## config.mk

```make
export PLATFORM = sky130hd
export DESIGN_NAME = dmem_arbiter
export DESIGN_NICKNAME = d
export VERILOG_FILES = /design/src/rtl/dmem_arb_pkg.sv /design/src/rtl/dmem_arbiter_rr_pick2.sv /design/src/rtl/dmem_arbiter.sv
export SDC_FILE = /design/constraint.sdc
export NUM_CORES = 1
export LEC_CHECK = 0
export BUFFER_PORTS_ARGS = -buffer_cell sky130_fd_sc_hd__buf_2
export CAP_MARGIN = 20
export CORE_AREA = 3 3 115 117
export CTS_BUF_LIST = sky130_fd_sc_hd__clkbuf_8
export DETAILED_ROUTE_END_ITERATION = 16
export DIE_AREA = 0 0 118 120
export GPL_ROUTABILITY_DRIVEN = 0
export PLACE_DENSITY = 0.67
export SLEW_MARGIN = 20
export SYNTH_ARGS = -nofsm -noshare
export SYNTH_HDL_FRONTEND = slang
export SYNTH_HIERARCHICAL = 1
export SYNTH_SLANG_ARGS = --single-unit
```

## constraint.sdc

```tcl
create_clock -name clk_i -period 1.25 [get_ports clk_i]
set_input_delay 0.25 -clock clk_i [delete_from_list [all_inputs] [get_ports clk_i]]
set_output_delay 0.25 -clock clk_i [all_outputs]
set_load 0.01 [all_outputs]
```

## src/rtl/dmem_arb_pkg.sv

```systemverilog
// Shared types and constants for the data-memory port arbiter.
package dmem_arb_pkg;

  typedef enum logic [1:0] {
    IDLE = 2'd0,
    GNT  = 2'd1,
    WAIT = 2'd2
  } arb_state_e;

  localparam int LAT_CNT_W = 3;

  localparam logic REQ_CPU = 1'b0;
  localparam logic REQ_DBG = 1'b1;

endpackage

```

## src/rtl/dmem_arbiter_rr_pick2.sv

```systemverilog
// Two-way round-robin pick: a lone requester wins, on contention the one
// that did not win last time wins.
module rr_pick2
  import dmem_arb_pkg::*;
(
  input  logic [1:0] req_i,
  input  logic       last_grant_i,
  output logic       valid_o,
  output logic       winner_o
);

  always_comb begin
    valid_o  = |req_i;
    winner_o = REQ_CPU;
    if (&req_i) begin
      winner_o = ~last_grant_i;
    end else if (req_i[REQ_DBG]) begin
      winner_o = REQ_DBG;
    end
  end

endmodule

```

## src/rtl/dmem_arbiter.sv

```systemverilog
// Shares one data-memory port between the CPU (r0) and a debug/loader path
// (r1); round-robin, one outstanding access, fixed read latency MEM_LAT.
module dmem_arbiter
  import dmem_arb_pkg::*;
#(
  parameter int ADDR_W  = 32,
  parameter int DATA_W  = 32,
  parameter int MEM_LAT = 0
) (
  input  logic              clk_i,
  input  logic              rst_i,
  input  logic              r0_req_i,
  input  logic              r0_we_i,
  input  logic [ADDR_W-1:0] r0_addr_i,
  input  logic [DATA_W-1:0] r0_wdata_i,
  output logic              r0_gnt_o,
  output logic              r0_rvalid_o,
  output logic [DATA_W-1:0] r0_rdata_o,
  input  logic              r1_req_i,
  input  logic              r1_we_i,
  input  logic [ADDR_W-1:0] r1_addr_i,
  input  logic [DATA_W-1:0] r1_wdata_i,
  output logic              r1_gnt_o,
  output logic              r1_rvalid_o,
  output logic [DATA_W-1:0] r1_rdata_o,
  output logic              mem_en_o,
  output logic              mem_we_o,
  output logic [ADDR_W-1:0] mem_addr_o,
  output logic [DATA_W-1:0] mem_wdata_o,
  input  logic [DATA_W-1:0] mem_rdata_i,
  output logic              busy_o
);

  if (MEM_LAT < 0 || MEM_LAT > 7) begin : g_bad_lat
    $fatal(1, "dmem_arbiter: MEM_LAT must be within 0..7");
  end

  localparam logic [LAT_CNT_W-1:0] LAT_LOAD = LAT_CNT_W'((MEM_LAT > 0) ? MEM_LAT - 1 : 0);

  // Handshake: a requester holds req/we/addr/wdata stable until it sees its
  // one-cycle gnt; req is only sampled in IDLE, so a req seen there is always
  // a new access. Read data is valid only in the cycle rvalid pulses.
  arb_state_e            state_q, state_d;
  logic                  last_grant_q, last_grant_d;
  logic                  winner_q, winner_d;
  logic [LAT_CNT_W-1:0]  cnt_q, cnt_d;
  logic                  we_q, we_d;
  logic [ADDR_W-1:0]     addr_q, addr_d;
  logic [DATA_W-1:0]     wdata_q, wdata_d;

  logic pick_valid;
  logic pick_winner;
  logic rd_done;

  rr_pick2 u_pick (
    .req_i        ({r1_req_i, r0_req_i}),
    .last_grant_i (last_grant_q),
    .valid_o      (pick_valid),
    .winner_o     (pick_winner)
  );

  always_comb begin
    state_d      = state_q;
    last_grant_d = last_grant_q;
    winner_d     = winner_q;
    cnt_d        = cnt_q;
    we_d         = we_q;
    addr_d       = addr_q;
    wdata_d      = wdata_q;
    unique case (state_q)
      IDLE: begin
        if (pick_valid) begin
          winner_d     = pick_winner;
          last_grant_d = pick_winner;
          we_d         = (pick_winner == REQ_DBG) ? r1_we_i    : r0_we_i;
          addr_d       = (pick_winner == REQ_DBG) ? r1_addr_i  : r0_addr_i;
          wdata_d      = (pick_winner == REQ_DBG) ? r1_wdata_i : r0_wdata_i;
          state_d      = GNT;
        end
      end
      GNT: begin
        if (!we_q && MEM_LAT != 0) begin
          cnt_d   = LAT_LOAD;
          state_d = WAIT;
        end else begin
          state_d = IDLE;
        end
      end
      WAIT: begin
        if (cnt_q == '0) begin
          state_d = IDLE;
        end else begin
          cnt_d = cnt_q - LAT_CNT_W'(1);
        end
      end
      default: state_d = IDLE;
    endcase
  end

  always_ff @(posedge clk_i) begin
    if (rst_i) begin
      state_q      <= IDLE;
      last_grant_q <= REQ_DBG;
      winner_q     <= REQ_CPU;
      cnt_q        <= '0;
      we_q         <= 1'b0;
      addr_q       <= '0;
      wdata_q      <= '0;
    end else begin
      state_q      <= state_d;
      last_grant_q <= last_grant_d;
      winner_q     <= winner_d;
      cnt_q        <= cnt_d;
      we_q         <= we_d;
      addr_q       <= addr_d;
      wdata_q      <= wdata_d;
    end
  end

  // With zero latency the data returns in the GNT cycle itself.
  always_comb begin
    if (MEM_LAT == 0) begin
      rd_done = (state_q == GNT) && !we_q;
    end else begin
      rd_done = (state_q == WAIT) && (cnt_q == '0);
    end
  end

  assign busy_o      = (state_q != IDLE);
  assign mem_en_o    = (state_q == GNT);
  assign mem_we_o    = we_q;
  assign mem_addr_o  = addr_q;
  assign mem_wdata_o = wdata_q;

  assign r0_gnt_o    = mem_en_o && (winner_q == REQ_CPU);
  assign r1_gnt_o    = mem_en_o && (winner_q == REQ_DBG);
  assign r0_rvalid_o = rd_done && (winner_q == REQ_CPU);
  assign r1_rvalid_o = rd_done && (winner_q == REQ_DBG);
  assign r0_rdata_o  = mem_rdata_i;
  assign r1_rdata_o  = mem_rdata_i;

endmodule

```

==> run metrics, run 1 <==
outcome finished, violations left; failing checks negative setup slack; max incr delay on CP 0.34 ns; Starting Density 0.3046; clock power share 0.329; TritonRoute pass-1 iters 4; fraction of registers with async set or reset after synthesis 0; FMAX roughly 720 MHz; GRT overflow 0; pwr dens between 1000 and 1500 mW/mm2; antenna cells 0; most common cell in the netlist buf_4; P_sw roughly 2 mW; first-pass GRT wire length about 17000 um; DR WL/cell roughly 17 um; critical path capture point type flop; clk_lat worst skew roughly 0.35 ns; Initial DRC Count between 90 and 100; Mapped Avg Cell Area just over 10 um2; Hold Path Class in -> reg; die area 0.01416 mm2; Final Hold Fails 0; Core ar. roughly 0.012 mm2; GRT Total Usage 0.1558; via/cell ratio approximately 4.6; final worst-path cycle share 1.104; logic gate share of total power 0.303; top area cells in the synthesized netlist dfxtp_1, mux2i_1, a211oi_2; skew final approximately 0.0076 ns; initial antenna violation count 0; Worst Setup Slack, final -0.1303 ns; crit path kind reg -> reg; CTS tree done; MaxCap Viol Count 0; Critical Path Fanout Max 5; share of cells above drive strength 1 0.7306; sequential cell area fraction in the yosys report 0.3585; CTS root buffer clkbuf_8; post-route insts no fill ~710; Worst Tran Pin Value around 0.41 ns; # nets final 703; die width about 120 um; Flop pwr share 0.367; Req. time, crit path between 1 and 1.5 ns; row cnt 41; CTS clk-pin slew, worst paths approximately 0.080 ns; clk sink count 68; Sw Share 0.2920; RSZ-0062 raised after global routing true; total wire length 11890 um; FF+latch count, synth slightly below 70; Leakage Power between 2 and 3 nW; vias in the first global route roughly 3.4k; number of synthesized flops with an enable pin 0; clk buf depth 2; Post-DP HPWL 7470 um; Vias 3264; setup violators final between 70 and 80; CTS H-tree depth 3; Design Area, Final about 0.0058 mm2; Power Total between 6 and 7 mW; Syn Nets 539; chip height between 100 and 150 um; Final Slew Violations 0; dominant cell type by area after synthesis dfxtp_1; ANT nets after route 0; synth warn 6; maximum VDD drop around 0.53 mV; CTS buffer count 9; dpl cell area between 0.004 and 0.005 mm2; CP top delay family buffers and inverters; fillers 1155; hold_buf cts 0; worst-path cell chain a21boi_4, buf_6, clkbuf_16, mux2i_2, a211oi_2; slowest CP cell dfxtp_2; Tmin final 1.380 ns; worst path buffer plus inverter count 2; Mapped Area 0.003797 mm2; Synth Flop Type dfxtp_1; # port buffers 204; top cells by count, synth buf_4, dfxtp_1, nor2_1; P_int between 4 and 5 mW; Area growth, synth to finish 51.66%; drt drc 0; IO Pins between 300 and 400; Setup TNS Final -4.805 ns; arrival time worst endpoint 1.61 ns; Post-Syn Instances around 370; largest net degree at the start of global routing between 50 and 60; Placed Instances 678; Critical Path Start Type flop; Synth cell types 21; area share of the largest cell type after synthesis 0.3585; Slew Limit Headroom 0.7235
## cells in the final DEF, fill, tap and decap left out, types with 2 or more instances in the layout
cell and count:
a211oi_1 12, a211oi_2 53, buf_12 10, buf_16 2
buf_2 201, buf_4 15, buf_6 12, buf_8 3
bufinv_16 3, clkbuf_16 6, clkbuf_8 10, dfxtp_1 64
dfxtp_2 4, mux2i_1 19, mux2i_2 19, mux2i_4 27
nand2_1 3, nor2_1 42, nor2_2 24
## metrics by stage
stage	hold WS [ns]	util	worst slack, ns
floorplan	0.4372	-	-0.02767
global placement	0.4853	0.3724	-0.2904
finish	0.1585	0.4620	-0.1303
global route	0.1305	0.4620	-0.2011
detailed placement	0.4883	0.3724	-0.3865
CTS	0.1301	0.4309	-0.1444
## kinds of logic (layout without fill, tap and decap cells)
logic type / after synthesis / in the layout / share of synthesized area
mux: 65 / 65 / 0.1713
flops: 68 / 68 / 0.3585
compound gates: 68 / 68 / 0.1937
simple gates: 76 / 76 / 0.08073
buf+inv: 96 / 265 / 0.1957
## what timing repair did
item / CTS / global route
endpoints found under the setup margin: 69 / 72
hold endpoints to repair: 0 / 0
gates cloned: 6 / 7
buffers inserted: 9 / 3
pin swaps: 20 / 32
resized for setup: 56 / 60
## final timing paths
check	depth (start not counted)	endpoint	slack [ns]	start
min reg2reg	2	mem_wdata_o[2]	0.50	mem_wdata_o[2]
min	2	mem_addr_o[30]	0.16	rst_i
max reg2reg	5	mem_wdata_o[20]	-0.13	last_grant_q
max	5	mem_wdata_o[20]	-0.13	last_grant_q
## final cells by class
cell class / instances / area (um2) / area share
Sequential cell: 68 / 1366 / 0.2372
Clock inverter: 6 / 111.4 / 0.01934
Timing Repair Buffer: 249 / 1704 / 0.2959
Clock buffer: 10 / 137.6 / 0.02390
Multi-Input combinational cell: 209 / 2225 / 0.3863
Tap cell: 172 / 215.2 / 0.03737
## flip-flops by register name, indices dropped and copies added (netlist names)
signal	flops
mem_we_o	1
mem_addr_o	32
last_grant_q	1
state_q	1
mem_wdata_o	32
winner_q	1
## metal layers
| layer | vias up | GRT usage | wire length (um) | part of all wire |
|---|---|---|---|---|
| met5 | - | 0 | 0 | 0 |
| met4 | 0 | 0.07546 | 263 | 0.022 |
| met3 | 38 | 0.04194 | 673 | 0.057 |
| met2 | 120 | 0.2731 | 6109 | 0.51 |
| met1 | 1531 | 0.1754 | 4844 | 0.41 |
| li1 | 1575 | - | - | - |
## power by group through the flow
stage | Combinational [mW] | Sequential, mW | Clock [mW]
3_5_place_dp | 1.55 | 2.57 | 0
4_1_cts | 1.86 | 2.52 | 2.35
3_3_place_gp | 1.50 | 2.56 | 0
5_1_grt | 2.24 | 2.55 | 2.44
6_report | 2.09 | 2.53 | 2.26
2_1_floorplan | 1.07 | 2.66 | 0
Power figures use the tool's default switching activity.
==> run 2: changes to the inputs <==
--- a/config.mk
+++ b/config.mk
@@ -7,14 +7,13 @@
 export LEC_CHECK = 0
 export BUFFER_PORTS_ARGS = -buffer_cell sky130_fd_sc_hd__buf_2
 export CAP_MARGIN = 20
-export CORE_AREA = 3 3 115 117
+export CORE_AREA = 3 3 117 119
 export CTS_BUF_LIST = sky130_fd_sc_hd__clkbuf_8
 export DETAILED_ROUTE_END_ITERATION = 16
-export DIE_AREA = 0 0 118 120
+export DIE_AREA = 0 0 120 122
 export GPL_ROUTABILITY_DRIVEN = 0
-export PLACE_DENSITY = 0.67
+export PLACE_DENSITY = 0.66
 export SLEW_MARGIN = 20
 export SYNTH_ARGS = -nofsm -noshare
 export SYNTH_HDL_FRONTEND = slang
-export SYNTH_HIERARCHICAL = 1
 export SYNTH_SLANG_ARGS = --single-unit
==> run metrics, run 2 <==
clk_lat worst skew 0.35 ns (about the same); dominant cell type by area after synthesis dfxtp_1; worst-path cell chain buf_4, o21ba_4, buf_12, clkbuf_16, nor2_1, a211oi_1; slowest CP cell dfxtp_2; final worst-path cycle share 1.105 (about the same); total wire length 13750 um (+16%); clk buf depth 2 (unchanged); row cnt 41 (unchanged); vias in the first global route 3703 (+8.7%); commonest non-fill, non-tap cell in the layout buf_2; Vias 3672 (+13%); max incr delay on CP 0.33 ns (about the same); CTS tree done; Area growth, synth to finish 40.71%; top cells by count, synth buf_4, dfxtp_1, nor2_1; Final Slew Violations 0 (unchanged); Critical Path Start Type flop; initial antenna violation count 1 (+1); Synth cell types 24 (+14%); FMAX 724.3 MHz (about the same); Final Hold Fails 0 (unchanged); Post-Syn Instances 444 (+19%); chip height 122 um (+1.7%); setup violators final 56 (-21%); Initial DRC Count 115 (+25%); number of synthesized flops with an enable pin 0 (unchanged); P_sw 2.075 mW (+3.3%); CTS clk-pin slew, worst paths 0.07 ns (about the same); CTS H-tree depth 3 (unchanged); ANT nets after route 0 (unchanged); GRT Total Usage 0.1604 (+0.004581); TritonRoute pass-1 iters 4 (unchanged); share of cells above drive strength 1 0.6728 (-0.05778); RSZ-0062 raised after global routing true; Worst R2R Setup Slack -0.13 ns (about the same); # port buffers 204 (unchanged); critical path capture point type flop; area share of the largest cell type after synthesis 0.3491 (-0.009431); Slew Limit Headroom 0.7732 (+0.04962); IO Pins 301 (unchanged); maximum VDD drop 0.5366 mV (+1.5%); clock power share 0.289 (-0.040); P_int 4.403 mW (-9.6%); skew final 0.005060 ns (-0.002547 ns); Min Hold Slack 0.1333 ns (-0.02528 ns); Flop pwr share 0.393 (+0.026); pwr dens 1181 mW/mm2 (-1.2%); sequential cell area fraction in the yosys report 0.3491 (-0.009431); Hold Path Class in -> reg; synth warn 0 (-6); DR WL/cell 17.98 um (+8.0%); worst path buffer plus inverter count 3 (+1); CTS buffer count 9 (unchanged); FF+latch count, synth 68 (unchanged); most frequent cells in the layout buf_2, nand2_1, dfxtp_1; Leakage Power 2.486 nW (-1.3%); Post-DP HPWL 8414 um (+13%); arrival time worst endpoint 1.64 ns (+0.03 ns); die area 0.01464 mm2 (+3.4%); top area cells in the synthesized netlist dfxtp_1, a211oi_2, buf_4; Mapped Avg Cell Area 8.784 um2 (-14%); Core ar. 0.01267 mm2 (+1.6%); outcome finished, violations left; MaxCap Viol Count 0 (unchanged); logic gate share of total power 0.318 (+0.015); Tmin final 1.381 ns (+0.0003630 ns); Worst Tran Pin Value 0.3394 ns (-0.07533 ns); Mapped Area 0.003900 mm2 (+2.7%); dpl cell area 0.004623 mm2 (-0.40%); Design Area, Final 0.005488 mm2 (-4.7%); drt drc 0 (unchanged); Setup TNS Final -2.587 ns (+2.218 ns); CTS root buffer clkbuf_8; fraction of registers with async set or reset after synthesis 0 (unchanged); via/cell ratio 4.800 (+5.0%); Worst Setup Slack, final -0.1306 ns (-0.0003630 ns); Synth Flop Type dfxtp_1; clk sink count 68 (unchanged); first-pass GRT wire length 18330 um (+6.1%); GRT overflow 0 (unchanged); Starting Density 0.3078 (+0.003164); largest net degree at the start of global routing 50 (-5.7%); crit path kind reg -> reg; Req. time, crit path 1.51 ns (+0.03 ns); antenna cells 0 (unchanged); Syn Nets 610 (+13%); Critical Path Fanout Max 16 (+11); CP top delay family compound AO/OA/AOI/OAI gates; Sw Share 0.3203 (+0.02833); die width 120 um (+1.7%); failing checks negative setup slack; # nets final 755 (+7.4%)
==> run 2: cell types whose count changed after synthesis, moves of 2 or more <==
| cell | change |
|---|---|
| mux2i_1 | -65 |
| a21oi_2 | +40 |
| nand2_1 | +63 |
| a211oi_2 | +4 |
| buf_4 | -2 |
| a211oi_1 | -4 |
| a21oi_1 | +23 |
| buf_2 | +9 |
==> run 2: through the flow <==
stage | total power [mW] | utilization | worst slack (ns) | std cells
final | 6.478 | 0.4331 | -0.1306 | 765
after global routing | 6.825 | 0.4331 | -0.1698 | 765
after CTS | 6.246 | 0.3978 | -0.1260 | 756
after detailed placement | 4.199 | 0.3649 | -0.1328 | 730
after global placement | 4.141 | 0.3649 | -0.07224 | 730
after floorplan | 3.752 | - | 0.03944 | 444
==> run 2: per-layer routing <==
metal / track usage / vias to the layer above / routed length (um)
met3: 0.04178 / 60 / 894
met4: 0.09807 / 2 / 517
met5: 0 / - / 16
met2: 0.2863 / 141 / 7063
li1: - / 1743 / -
met1: 0.1689 / 1726 / 5261
==> run 2: path summary, 6_finish.rpt <==
path	from	endpoint	depth (start not counted)
hold reg to reg	mem_addr_o[17]	mem_addr_o[17]	2
setup reg to reg	state_q[0]	mem_addr_o[25]	6
setup / recovery	state_q[0]	mem_addr_o[25]	6
hold / removal	r0_addr_i[17]	mem_addr_o[17]	3
==> run 2: final cells by class <==
class / instances / area, um2
Fill cell: 1241 / 7183
Tap cell: 172 / 215.2
Multi-Input combinational cell: 275 / 2078
Sequential cell: 68 / 1366
Timing Repair Buffer: 235 / 1622
Clock buffer: 15 / 206.4
==> run 2: cell families (layout without fill, tap and decap cells) <==
logic type	after synthesis	after routing	share of synthesized area
simple gates	139	139	0.1386
compound gates	136	136	0.3260
buf+inv	101	250	0.1864
flops	68	68	0.3491
==> run 2: timing repair <==
action	in CTS	in global routing
resized for setup	11	71
hold buffers	0	0
buffers inserted	7	2
pin swaps	19	27
cloned	4	8
setup endpoints to repair	33	70
==> run 2: power by group through the flow <==
stage,clock network (mW),registers (mW),logic (mW)
finish,1.87,2.55,2.06
global route,2.03,2.57,2.22
CTS,1.94,2.51,1.79
detailed placement,0,2.56,1.64
global placement,0,2.55,1.59
floorplan,0,2.65,1.10
==> run 2: worst min-delay path: stages <==
cell and delay [ns]:
buf_2 0.09, nand2_1 0.04, a211oi_1 0.05
